`src/rtl/store_coalesce_queue.sv`:
```
// FIFO of vector store ops drained to an AXI write-control port, one burst per run of lanes.
// Build option STORE_COALESCE_EN: when defined, consecutive-address lanes merge into one burst.
module store_coalesce_queue #(
    parameter int LANES     = 8,
    parameter int DEPTH     = 4,
    parameter int DWIDTH    = 32,
    parameter int MAX_BURST = 16
) (
    input  logic                         clk,
    input  logic                         rstn,
    input  logic                         st_valid,
    output logic                         st_ready,
    input  logic [LANES*DWIDTH-1:0]      st_addr,
    input  logic [LANES*DWIDTH-1:0]      st_data,
    input  logic [LANES-1:0]             st_mask,
    output logic                         init_write,
    output logic [31:0]                  write_addr,
    output logic [7:0]                   write_len,
    output logic                         w_data_valid,
    output logic [31:0]                  w_data,
    output logic [3:0]                   w_strb,
    input  logic                         w_data_next,
    input  logic                         w_done,
    output logic [$clog2(DEPTH+1)-1:0]   count,
    output logic                         idle
);
    localparam int PW = $clog2(DEPTH);
    localparam int CW = $clog2(DEPTH+1);
    localparam int LW = $clog2(LANES);
    localparam int BW = 9;

    typedef enum logic [2:0] {S_IDLE, S_SCAN, S_INIT, S_DATA, S_WAIT} state_t;

    logic [LANES*DWIDTH-1:0] addr_mem [DEPTH];
    logic [LANES*DWIDTH-1:0] data_mem [DEPTH];
    logic [LANES-1:0]        mask_mem [DEPTH];

    state_t           state_q, state_d;
    logic [PW-1:0]    wptr_q, rptr_q;
    logic [CW-1:0]    count_q, count_d;
    logic [LANES-1:0] wmask_q, wmask_d, run_mask_q, run_mask_d;
    logic [LW-1:0]    cur_lane_q, cur_lane_d;
    logic [BW-1:0]    beats_left_q, beats_left_d;
    logic [31:0]      write_addr_q, write_addr_d;
    logic [7:0]       write_len_q, write_len_d;

    logic             push, pop;
    logic             found, run_open, lane_ok;
    logic [LW-1:0]    lane_lo;
    logic [BW-1:0]    run_len;
    logic [LANES-1:0] run_mask;

    logic [DWIDTH-1:0] head_addr [LANES];
    logic [DWIDTH-1:0] head_data [LANES];

    assign push = st_valid && st_ready;

    always_ff @(posedge clk) begin
        if (push) begin
            addr_mem[wptr_q] <= st_addr;
            data_mem[wptr_q] <= st_data;
            mask_mem[wptr_q] <= st_mask;
        end
    end

    // Word-aligned view of the head entry; the byte offset bits never matter.
    genvar gi;
    generate
        for (gi = 0; gi < LANES; gi++) begin : g_head
            assign head_addr[gi] = addr_mem[rptr_q][gi*DWIDTH +: DWIDTH] & ~DWIDTH'(3);
            assign head_data[gi] = data_mem[rptr_q][gi*DWIDTH +: DWIDTH];
        end
    endgenerate

    // Run finder: lowest active lane, then extend while lanes stay active and contiguous.
    always_comb begin
        found    = 1'b0;
        lane_lo  = '0;
        run_len  = BW'(1);
        run_open = 1'b1;
        lane_ok  = 1'b0;
        run_mask = '0;
        for (int i = 0; i < LANES; i++) begin
            if (!found && wmask_q[i]) begin
                found   = 1'b1;
                lane_lo = LW'(i);
            end
        end
        for (int i = 1; i < LANES; i++) begin
            if (i > int'(lane_lo) && run_open) begin
`ifdef STORE_COALESCE_EN
                lane_ok = wmask_q[i] && (head_addr[i] == head_addr[i-1] + DWIDTH'(4))
                          && (int'(run_len) < MAX_BURST);
`else
                lane_ok = 1'b0;
`endif
                if (lane_ok) run_len = run_len + BW'(1);
                else         run_open = 1'b0;
            end
        end
        for (int i = 0; i < LANES; i++) begin
            if (i >= int'(lane_lo) && i < int'(lane_lo) + int'(run_len)) run_mask[i] = 1'b1;
        end
    end

    always_comb begin
        state_d      = state_q;
        wmask_d      = wmask_q;
        run_mask_d   = run_mask_q;
        cur_lane_d   = cur_lane_q;
        beats_left_d = beats_left_q;
        write_addr_d = write_addr_q;
        write_len_d  = write_len_q;
        pop          = 1'b0;
        case (state_q)
            S_IDLE: begin
                if (count_q != '0) begin
                    state_d = S_SCAN;
                    wmask_d = mask_mem[rptr_q];
                end
            end
            S_SCAN: begin
                if (wmask_q == '0) begin
                    pop     = 1'b1;
                    state_d = S_IDLE;
                end else begin
                    run_mask_d   = run_mask;
                    cur_lane_d   = lane_lo;
                    beats_left_d = run_len;
                    write_addr_d = 32'(head_addr[lane_lo]);
                    write_len_d  = 8'(run_len - BW'(1));
                    state_d      = S_INIT;
                end
            end
            S_INIT: state_d = S_DATA;
            S_DATA: begin
                if (w_data_next) begin
                    if (beats_left_q == BW'(1)) begin
                        state_d = S_WAIT;
                    end else begin
                        cur_lane_d   = cur_lane_q + LW'(1);
                        beats_left_d = beats_left_q - BW'(1);
                    end
                end
            end
            S_WAIT: begin
                if (w_done) begin
                    wmask_d = wmask_q & ~run_mask_q;
                    pop     = ((wmask_q & ~run_mask_q) == '0);
                    state_d = pop ? S_IDLE : S_SCAN;
                end
            end
            default: state_d = S_IDLE;
        endcase
    end

    assign count_d = count_q + CW'(push) - CW'(pop);

    always_ff @(posedge clk or negedge rstn) begin
        if (!rstn) begin
            state_q      <= S_IDLE;
            wptr_q       <= '0;
            rptr_q       <= '0;
            count_q      <= '0;
            wmask_q      <= '0;
            run_mask_q   <= '0;
            cur_lane_q   <= '0;
            beats_left_q <= '0;
            write_addr_q <= '0;
            write_len_q  <= '0;
        end else begin
            state_q      <= state_d;
            count_q      <= count_d;
            wmask_q      <= wmask_d;
            run_mask_q   <= run_mask_d;
            cur_lane_q   <= cur_lane_d;
            beats_left_q <= beats_left_d;
            write_addr_q <= write_addr_d;
            write_len_q  <= write_len_d;
            if (push) wptr_q <= wptr_q + PW'(1);
            if (pop)  rptr_q <= rptr_q + PW'(1);
        end
    end

    assign st_ready     = (count_q != CW'(DEPTH));
    assign count        = count_q;
    assign idle         = (count_q == '0) && (state_q == S_IDLE);
    assign init_write   = (state_q == S_INIT);
    assign w_data_valid = (state_q == S_DATA);
    assign w_data       = (state_q == S_DATA) ? 32'(head_data[cur_lane_q]) : 32'h0;
    assign w_strb       = 4'hF;
    assign write_addr   = write_addr_q;
    assign write_len    = write_len_q;

endmodule

```
`config.mk`:
```
export PLATFORM = sky130hd
export DESIGN_NAME = store_coalesce_queue
export DESIGN_NICKNAME = d
export VERILOG_FILES = /design/src/rtl/store_coalesce_queue.sv
export SDC_FILE = /design/constraint.sdc
export NUM_CORES = 2
export LEC_CHECK = 0
export BUFFER_PORTS_ARGS = -buffer_cell sky130_fd_sc_hd__clkbuf_2
export CAP_MARGIN = 0
export CORE_MARGIN = 5
export CORE_UTILIZATION = 54
export DETAILED_ROUTE_END_ITERATION = 8
export PLACE_DENSITY_LB_ADDON = 0.08
export SLEW_MARGIN = 5
export SYNTH_ARGS = -nofsm -noshare
export SYNTH_HDL_FRONTEND = slang
export SYNTH_SLANG_ARGS = --single-unit
```
`constraint.sdc`:
```
create_clock -name clk -period 12.2 [get_ports clk]
set_input_delay 1.22 -clock clk [delete_from_list [all_inputs] [get_ports clk]]
set_output_delay 1.22 -clock clk [all_outputs]
set_load 0.1 [all_outputs]
```
==> results.sh <==
export IMPL_start_util_pct=54.43
export IMPL_synth_edf_count=2016
export IMPL_muxShareOfSynthArea_pct=17.98
export IMPL_syn_inst=3345
export IMPL_wl_met1_um=67400
export IMPL_yosysWarnings=0
export IMPL_cts_tree="done"
export IMPL_die_x_um=393.7
export IMPL_final_max_slew_violation_count=0
export IMPL_synth_area_um2=79520
export IMPL_routabilityCongestion=0.7775
export IMPL_drc=0
export IMPL_hp_class="in -> async"
export IMPL_placedInstanceArea_um2=84560
export IMPL_path_buf_inv=4
export IMPL_clk_path_buf_depth=3
export IMPL_drive_gt1_share_pct=35.45
export IMPL_stdcell_area_um2=91120
export IMPL_rsz0062_at_grt="no"
export IMPL_synth_top_family_by_area="multiplexers"
export IMPL_crit_reg2reg_capture="write_addr[5]"
export IMPL_ys_types=43
export IMPL_antenna_left=0
export IMPL_cts_resized=0
export IMPL_synth_fa_ha_area_share_pct=0.2140
export IMPL_portBuffers=577
export IMPL_crit_start="rptr_q[0]"
export IMPL_ff_latch_area_um2=62250
export IMPL_fin_nets=4550
export IMPL_p_int_mw=15.14
export IMPL_clock_power_share_pct=27.2
export IMPL_die_area_um2=155000
export IMPL_drt_iter0_markers=2727
export IMPL_critPathMaxFanout=49
export IMPL_period_share_pct=52.94
export IMPL_critical_path_arrival_ns=5.24
export IMPL_synth_xor_area_share_pct=0.1322
export IMPL_routedWlPerCell_um=28.81
export IMPL_r2r_slack_ns=6.97
export IMPL_tns_ns=0
export IMPL_clk_latency_ns=0.82
export IMPL_core_region_area_um2=146100
export IMPL_critical_path_cell_chain="buf_4, buf_4, mux4_2, mux4_2, inv_1, o21ai_1, clkbuf_2"
export IMPL_critical_path_class="reg -> out"
export IMPL_grt_pass1_vias=37896
export IMPL_multi_input_area_um2=16290
export IMPL_ys_flop_type="edfxtp_1"
export IMPL_finalCriticalPeriod_ns=6.458
export IMPL_p_leak_nw=30.14
export IMPL_switching_share_pct=31.70
export IMPL_post_cts_setup_buffers=0
export IMPL_root_buffer="clkbuf_16"
export IMPL_cap_violations=0
export IMPL_slew_headroom_pct=21.07
export IMPL_wl_met3_um=16950
export IMPL_hold_ws_ns=0.2405
export IMPL_pwr_share_comb_pct=28.3
export IMPL_tightest_slew_ns=1.183
export IMPL_crit_required_ns=10.98
export IMPL_reg2reg_from="rptr_q[0]"
export IMPL_hold_violations=0
export IMPL_power_density_nw_per_um2=243.3
export IMPL_grt_usage_pct=22.89
export IMPL_cts_sinks=2084
export IMPL_outcome="completed"
export IMPL_grt_pass1_wl_um=258600
export IMPL_cp_top_family="buffers and inverters"
export IMPL_clkTransAtPathRegs_ns=0.06
export IMPL_dr_total_vias=36090
export IMPL_synth_compound_area_share_pct=1.278
export IMPL_grt_remaining_overflow=0
export IMPL_worst_r2r_path_depth=7
export IMPL_routed_top_layer="met5"
export IMPL_cpPeakStageDelay_ns=0.89
export IMPL_dp_hpwl_um=108500
export IMPL_wl_met2_um=87910
export IMPL_final_fill_count=10119
export IMPL_synthSimpleGateAreaFrac_pct=0.7317
export IMPL_hold_buffers=0
export IMPL_h_tree_depth=4
export IMPL_setup_violations=0
export IMPL_die_height_um=393.7
export IMPL_cp_depth=7
export IMPL_numCtsBuffers=207
export IMPL_via_per_inst=5.883
export IMPL_rows=140
export IMPL_finClkSkew_ns=0.04102
export IMPL_netSwitchingPower_mw=7.028
export IMPL_area_delta_synth_final_pct=14.59
export IMPL_critPathSlowestCell="dfrtp_4"
export IMPL_dr_pass1_iters=5
export IMPL_vdd_ir_drop_worst_mv=0.1614
export IMPL_grt_max_degree=158
export IMPL_syn_avg_cell_area_um2=23.77
export IMPL_async_flop_share_pct=3.263
export IMPL_pin_count=608
export IMPL_antenna_found_initial=83
export IMPL_critPathCaptureType="output pin"
export IMPL_p_seq_share_pct=44.6
export IMPL_yosysSeqAreaShare_pct=78.27
export IMPL_fmax_mhz=154.8
export IMPL_ys_ff_latch=2084
export IMPL_routed_wl_um=176800
export IMPL_cp_start_kind="flop"
==> synthesized netlist by cell type, types with 2 or more instances <==
| cell type | count | area [um2] |
|---|---|---|
| xnor2_1 | 10 | 87.58 |
| buf_2 | 64 | 320.3 |
| a221o_1 | 31 | 310.3 |
| nor4_4 | 2 | 42.54 |
| mux4_2 | 568 | 12790 |
| mux2i_1 | 150 | 1501 |
| nand3_1 | 6 | 30.03 |
| dfrtp_1 | 68 | 1702 |
| edfxtp_1 | 2016 | 60540 |
| nand2b_1 | 2 | 12.51 |
| nor4_1 | 6 | 37.54 |
| buf_4 | 30 | 225.2 |
| nand3b_1 | 2 | 15.01 |
| nor2_1 | 32 | 120.1 |
| xor2_1 | 2 | 17.52 |
| buf_1 | 19 | 71.32 |
| conb_1 | 2 | 7.510 |
| o31ai_1 | 2 | 15.01 |
| inv_1 | 62 | 232.7 |
| o21ai_1 | 33 | 165.2 |
| nor3_1 | 6 | 30.03 |
| nand2_1 | 51 | 191.4 |
| o21ai_0 | 30 | 150.1 |
| and3_1 | 5 | 31.28 |
| a21oi_1 | 13 | 65.06 |
| or3_1 | 5 | 31.28 |
| clkbuf_1 | 64 | 240.2 |
| ha_1 | 12 | 150.1 |
| a21o_1 | 2 | 15.01 |
| and2_1 | 2 | 12.51 |
| o22ai_1 | 36 | 225.2 |
==> flip-flops by register name, indices dropped and copies added (netlist names) <==
signal,cells
addr_mem,960
beats_left_q,9
count,3
cur_lane_q,3
data_mem,1024
mask_mem,32
rptr_q,2
run_mask_q,8
state_q,3
wmask_q,8
wptr_q,2
write_addr,30
==> cell families after synthesis <==
group,count (synthesis)
other cells,2
compound gates,153
fa+ha+maj,13
simple gates,122
flops,2084
mux,718
xor+xnor,12
buf+inv,241
==> metrics by stage <==
| step | setup slack [ns] | util (%) | total power, mW | cells |
|---|---|---|---|---|
| final | 5.742 | 62.37 | 22.17 | 6135 |
| after CTS | 5.476 | 62.31 | 22.52 | 6098 |
| after floorplan | 3.693 | - | 14.78 | 3357 |
| after global routing | 5.235 | 62.32 | 23.17 | 6106 |
| after detailed placement | 6.375 | 57.88 | 16.49 | 5720 |
| after global placement | 6.340 | 57.88 | 16.41 | 5720 |
==> worst reg2reg max path, delay by kind of cell (launching register included) <==
family,cells,cell delay [ns]
compound gates,1,0.41
buf+inv,3,2.56
flops,1,0.89
mux,3,1.29
==> how the worst max path moves through the flow <==
stage	to	slack, ns
3_5_place_dp	w_data[16]	6.37
2_1_floorplan	addr_mem[0][100]	3.69
3_3_place_gp	w_data[16]	6.34
4_1_cts	w_data[1]	5.48
5_1_grt	w_data[21]	5.24
6_report	w_data[21]	5.74
==> routing by layer <==
metal,up-vias,GRT usage (%)
met5,-,0
met4,54,6.226
met3,297,9.093
met2,1036,37.11
met1,19019,29.19
li1,15684,-
==> power by group through the flow <==
stage               clock [mW]  sequential, mW  combinational (mW)
floorplan                    0            10.6                4.20
global placement             0            9.98                6.43
detailed placement           0            10.0                6.45
CTS                       6.16            9.90                6.46
global route              6.48            10.0                6.69
finish                    6.02            9.88                6.27
==> area by class of cell <==
cell class,instances,share of cell area [%]
Clock buffer,254,6.018
Inverter,63,0.2595
Sequential cell,2084,68.32
Tap cell,1917,2.632
Multi-Input combinational cell,1032,17.87
Timing Repair Buffer,624,3.710
Antenna cell,37,0.1016
Clock inverter,124,1.082
==> placed cells by master, fill, tap and decap left out, types with 27 or more instances in the layout <==
master and n:
buf_4 37, nor2_1 30, clkinv_2 27, clkinv_1 67
edfxtp_1 2016, clkbuf_2 576, dfrtp_1 64, o22ai_1 36
clkbuf_16 213, mux4_2 568, clkbuf_1 41, mux2i_1 150
diode_2 37, o21ai_0 29, o21ai_1 32, nand2_1 50
a221o_1 31, inv_1 62
Note: power is estimated with default switching activity, not from simulation.
